**config.mk**
```make
export PLATFORM = sky130hd
export DESIGN_NAME = bram_stream_reader
export DESIGN_NICKNAME = d
export VERILOG_FILES = /design/src/rtl/bram_stream_reader.sv
export SDC_FILE = /design/constraint.sdc
export NUM_CORES = 1
export LEC_CHECK = 0
export ABC_CLOCK_PERIOD_IN_PS = 2950
export BUFFER_PORTS_ARGS = -buffer_cell sky130_fd_sc_hd__buf_2
export CAP_MARGIN = 20
export CORE_AREA = 2 2 135 124
export CTS_CLUSTER_DIAMETER = 40
export CTS_CLUSTER_SIZE = 28
export DETAILED_ROUTE_END_ITERATION = 10
export DIE_AREA = 0 0 137 126
export PLACE_DENSITY = 0.79
export SYNTH_ARGS = -nofsm -noshare
export SYNTH_HDL_FRONTEND = slang
export SYNTH_SLANG_ARGS = --single-unit
export TNS_END_PERCENT = 5
```
**constraint.sdc**
```tcl
create_clock -name clka -period 2.95 [get_ports clka]
set_clock_uncertainty 0.1 [all_clocks]
set_input_delay 0.1475 -clock clka [delete_from_list [all_inputs] [get_ports clka]]
set_output_delay 0.1475 -clock clka [all_outputs]
set_load 0.1 [all_outputs]
```
**src/rtl/bram_stream_reader.sv**
```systemverilog
// Streams a contiguous run of BRAM words onto a valid/ready interface. It tracks the
// BRAM's enable-gated 2-cycle read pipeline and holds back reads so the output FIFO never overflows.
module bram_stream_reader #(
  parameter int RAM_WIDTH    = 32,
  parameter int L2_RAM_DEPTH = 10,
  parameter int FIFO_DEPTH   = 4
) (
  input  logic                    clka,
  input  logic                    rstb,
  input  logic                    start,
  input  logic [L2_RAM_DEPTH-1:0] base_addr,
  input  logic [L2_RAM_DEPTH:0]   length,
  output logic                    busy,
  output logic                    done,
  output logic                    bram_enb,
  output logic [L2_RAM_DEPTH-1:0] bram_addrb,
  input  logic [RAM_WIDTH-1:0]    bram_doutb,
  output logic [RAM_WIDTH-1:0]    m_data,
  output logic                    m_valid,
  output logic                    m_last,
  input  logic                    m_ready,
  output logic [1:0]              dbg_state
);

  localparam int AW = L2_RAM_DEPTH;
  localparam int LW = L2_RAM_DEPTH + 1;
  localparam int PW = $clog2(FIFO_DEPTH);
  localparam int CW = PW + 1;

  typedef enum logic [1:0] {
    S_IDLE  = 2'd0,
    S_ISSUE = 2'd1,
    S_DRAIN = 2'd2
  } state_t;

  state_t          state_q, state_d;
  logic [LW-1:0]   len_q, issued_q;
  logic [AW-1:0]   addr_q;
  logic            v1_q, v2_q, l1_q, l2_q, enb_q;
  logic            done_q, done_d;
  logic            issue, last_issue, credit_ok, push, pop, accept;
  logic [CW:0]     credit_need;

  logic [RAM_WIDTH-1:0] fifo_data [FIFO_DEPTH];
  logic                 fifo_last [FIFO_DEPTH];
  logic [PW-1:0]        wr_ptr, rd_ptr;
  logic [CW-1:0]        count_q;

  // Stream handshake: a word transfers in any cycle where m_valid and m_ready are both high;
  // m_data and m_last stay stable while m_valid is high and m_ready is low.
  assign m_valid = (count_q != '0);
  assign m_data  = m_valid ? fifo_data[rd_ptr] : '0;
  assign m_last  = m_valid & fifo_last[rd_ptr];
  assign pop     = m_valid & m_ready;

  // Occupancy is counted before this cycle's pop so the bound holds whatever m_ready does.
  assign credit_need = {1'b0, count_q} + {{CW{1'b0}}, v1_q} + {{CW{1'b0}}, v2_q}
                     + (CW+1)'(1);
  assign credit_ok   = (credit_need <= (CW+1)'(FIFO_DEPTH));
  assign last_issue  = ((issued_q + LW'(1)) == len_q);
  assign accept      = (state_q == S_IDLE) && start && (length != '0);

  assign bram_enb   = (state_q != S_IDLE) | v1_q | v2_q;
  assign bram_addrb = addr_q;
  assign push       = v2_q & enb_q;
  assign busy       = (state_q != S_IDLE);
  assign done       = done_q;
  assign dbg_state  = state_q;

  always_comb begin
    state_d = state_q;
    issue   = 1'b0;
    done_d  = 1'b0;
    case (state_q)
      S_IDLE: begin
        if (start) begin
          if (length != '0) state_d = S_ISSUE;
          else              done_d  = 1'b1;
        end
      end
      S_ISSUE: begin
        if (credit_ok) begin
          issue = 1'b1;
          if (last_issue) state_d = S_DRAIN;
        end
      end
      S_DRAIN: begin
        if (pop && fifo_last[rd_ptr]) begin
          state_d = S_IDLE;
          done_d  = 1'b1;
        end
      end
      default: state_d = S_IDLE;
    endcase
  end

  always_ff @(posedge clka) begin
    if (rstb) begin
      state_q  <= S_IDLE;
      done_q   <= 1'b0;
      len_q    <= '0;
      issued_q <= '0;
      addr_q   <= '0;
      v1_q     <= 1'b0;
      v2_q     <= 1'b0;
      l1_q     <= 1'b0;
      l2_q     <= 1'b0;
      enb_q    <= 1'b0;
      wr_ptr   <= '0;
      rd_ptr   <= '0;
      count_q  <= '0;
    end else begin
      state_q <= state_d;
      done_q  <= done_d;
      enb_q   <= bram_enb;
      if (accept) begin
        len_q    <= length;
        addr_q   <= base_addr;
        issued_q <= '0;
      end else if (issue) begin
        addr_q   <= addr_q + AW'(1);
        issued_q <= issued_q + LW'(1);
      end
      // Valid tags move only when enb advances the BRAM registers.
      if (bram_enb) begin
        v1_q <= issue;
        l1_q <= issue & last_issue;
        v2_q <= v1_q;
        l2_q <= l1_q;
      end
      if (push) wr_ptr <= wr_ptr + PW'(1);
      if (pop)  rd_ptr <= rd_ptr + PW'(1);
      case ({push, pop})
        2'b10:   count_q <= count_q + CW'(1);
        2'b01:   count_q <= count_q - CW'(1);
        default: count_q <= count_q;
      endcase
    end
  end

  always_ff @(posedge clka) begin
    if (push) begin
      fifo_data[wr_ptr] <= bram_doutb;
      fifo_last[wr_ptr] <= l2_q;
    end
  end

endmodule

```
==> impl_results.md <==
* Initial antenna violation count at 0
* CP Launch Type: flop
* Final period utilization at 0.978
* Final Slew Violations at 0
* Setup Viol. Count Final at 0
* Vias per Instance at around 5.3
* Max VDD drop at between 0.4 and 0.5 mV
* Critical Path RT at approximately 3.2 ns
* PD cells at roughly 600 nW/µm²
* Async set or reset register ratio after synthesis at 0
* Final net count at between 700 and 800
* First-pass DRT Iterations at 5
* Total GRT Usage at 0.187
* Synth Register Bits at approximately 180
* Die ar. at ~17,000 µm²
* Htree depth at 4
* Sw Share at 0.277
* Tightest Hold Check Type: in -> reg
* Yosys cell types at 47
* Reg power frac at 0.495
* Max Cap Viol at 0
* Largest net degree at the start of global routing at 40
* Fillers at between 1k and 1.5k
* Mapped Nets at 584
* Finished Cell Area at 9480 µm²
* Site Rows at 44
* Tmin final at between 2 and 3 ns
* Cells after Synth at 515
* Number of global-route vias before repair at 4,988
* Grt total ovfl at 0
* Register Area at just under 5000 µm²
* Commonest non-fill, non-tap cell in the layout: edfxtp_1
* Leakage at approximately 0.0035 µW
* RSZ-0062 raised after global routing: yes
* Post-placement cell area at a little over 8000 µm²
* Final wirelength at between 15 and 20 mm
* Sequential share of the synthesized area at 0.658
* Number of synthesized flops with an enable pin at between 100 and 150
* Clock power share at 0.355
* Most frequent cells in the layout: 132 x edfxtp_1, 105 x buf_2, 53 x dlygate4sd3_1
* Clock Sinks at 181
* Vias after detailed routing at 4,844
* Drt wl/cell at ~17 µm
* # diodes at 0
* Die Ht at between 100 and 150 µm
* Initial drt markers at 375
* Max-slew headroom at 0.398
* CP Max Fanout at 3
* Final setup margin at roughly 0.065 ns
* Syn. warnings at 0
* First-pass GRT wire length at approximately 25 mm
* Reg clk slew, reported paths at roughly 0.070 ns
* Drt drc at 0
* Crit path kind: reg -> reg
* Top_reg_cell synth: edfxtp_1
* Setup TNS at 0 ns
* Mean area per synthesized cell at about 15 µm²
* Area of the multi-input gates at 2460 µm²
* Longest Clk Path Bufs at 2
* Int Pwr at between 4000 and 5000 µW
* Fin cells at approximately 900
* Status: finished clean
* Combinational power share at 0.150
* Input/output buffers at 105
* Worst EP arrival at about 3.2 ns
* Initial core utilization at 0.474
* Layout cells sized above 1 at 0.296
* DP Worst Slack at -0.0292 ns
* Dpl hpwl at 9.81 mm
* Net Switching at 1580 µW
* Root Buffer: clkbuf_16
* Placed insts at between 800 and 900
* Core box area at about 16,000 µm²
* Routability cong. at just over 0.8
* CTS Buf Count at 17
* Slew @ Worst Pin at around 0.9 ns
* Layout area overhead at 26.2%
* I/O pin cnt at roughly 110
* CTS tree: built
* Tot Pwr at approximately 5700 µW
* Die X at 137 µm
* Final hold violation count at 0
* Crit end category: flop
* Max Clk Rate at between 0.3 and 0.4 GHz
* Clock latency on the worst-skew pair at ~0.42 ns
* Routed Antenna Nets at 0
* Synthesized cell area at 7510 µm²
-- stage by stage --
| stage | utilization | hold WS (ns) |
|---|---|---|
| 2_1_floorplan | - | 0.131 |
| 3_3_place_gp | 0.525 | 0.258 |
| 3_5_place_dp | 0.525 | 0.265 |
| 4_1_cts | 0.593 | 0.0822 |
| 5_1_grt | 0.598 | 0.0946 |
| 6_report | 0.598 | 0.107 |
-- kinds of logic after synthesis --
| logic type | after synthesis | share of synthesized area |
|---|---|---|
| DFF | 181 | 0.658 |
| and+or+nand+nor | 170 | 0.115 |
| AOI/OAI and AO/OA | 43 | 0.0398 |
| buffers and inverters | 38 | 0.0208 |
| muxes | 36 | 0.103 |
| xor gates and xnor gates | 35 | 0.0408 |
| adders and majority gates | 12 | 0.0220 |
-- worst max-delay path, stage by stage (launching register included) --
cell and delay, ns:
dfxtp_2 0.35, inv_2 0.06, ha_4 0.25, inv_2 0.03, ha_2 0.17, fa_1 0.43, or2_1 0.28, a221oi_4 0.35
buf_6 0.16, nor2b_4 0.13, nand2_1 0.06, or4_1 0.40, nand2_1 0.07
-- routing by layer --
metal / routed length, µm / up-vias / track usage
li1: - / 2245 / -
met1: 6430 / 2386 / 0.237
met2: 8000 / 203 / 0.322
met3: 1040 / 10 / 0.0495
met4: 129 / 0 / 0.0455
met5: 0 / - / 0
-- cell type report --
class                           instances  share of cell area
Multi-Input combinational cell        296               0.259
Clock buffer                           19              0.0457
Tap cell                              207              0.0273
Inverter                               14             0.00554
Timing Repair Buffer                  176               0.129
Sequential cell                       181               0.522
Clock inverter                         13              0.0108
-- registers in the layout, indices dropped and copies added, names as in the netlist, named ones only --
signal and cells:
len_q 11, fifo_data 128, wr_ptr 2, rd_ptr 2, v1_q 1, l2_q 1
issued_q 11, fifo_last 4, count_q 3, l1_q 1, v2_q 1, dbg_state 2
enb_q 1, bram_addrb 10, done 1
-- final timing paths --
| check | start | to | slack [ns] | depth (start not counted) |
|---|---|---|---|---|
| setup reg to reg | count_q[0] | l1_q | 0.07 | 12 |
| setup / recovery | count_q[0] | l1_q | 0.07 | 12 |
| hold reg to reg | len_q[6] | len_q[6] | 0.38 | 2 |
| hold / removal | start | done | 0.11 | 5 |
-- power by group through the flow --
stage | Combinational, µW | Sequential [µW] | Clock, µW
floorplan | 442 | 3010 | 0
global placement | 744 | 2880 | 0
detailed placement | 762 | 2880 | 0
CTS | 830 | 2820 | 2060
global route | 908 | 2830 | 2160
finish | 859 | 2830 | 2030
-- Yosys cell counts, types with 3 or more instances --
cell type	number	area share
nor4_1	3	0.0025
nor2b_1	4	0.0033
buf_1	3	0.0015
clkbuf_1	14	0.0070
and2_1	34	0.028
xnor2_1	16	0.019
mux2i_1	3	0.0040
nand2_1	41	0.020
nand3_1	11	0.0073
edfxtp_1	132	0.53
inv_1	14	0.0070
nor2_1	36	0.018
o21ai_0	4	0.0027
a211oi_1	3	0.0030
dfxtp_1	49	0.13
nor3_1	13	0.0087
and3_1	8	0.0067
xor2_1	19	0.022
a21oi_1	21	0.014
buf_2	5	0.0033
ha_1	10	0.017
a22oi_1	3	0.0030
mux4_2	33	0.099
nand4_1	4	0.0033
-- timing repair --
action                                 4_1_cts  5_1_grt
pin swaps                                    1        7
endpoints found under the hold margin      149        0
setup buffers                                1        3
resized for setup                            2       13
hold buffers                                53        0
setup endpoints to repair                    1       17
No activity file was read; power rests on OpenSTA's default activity.
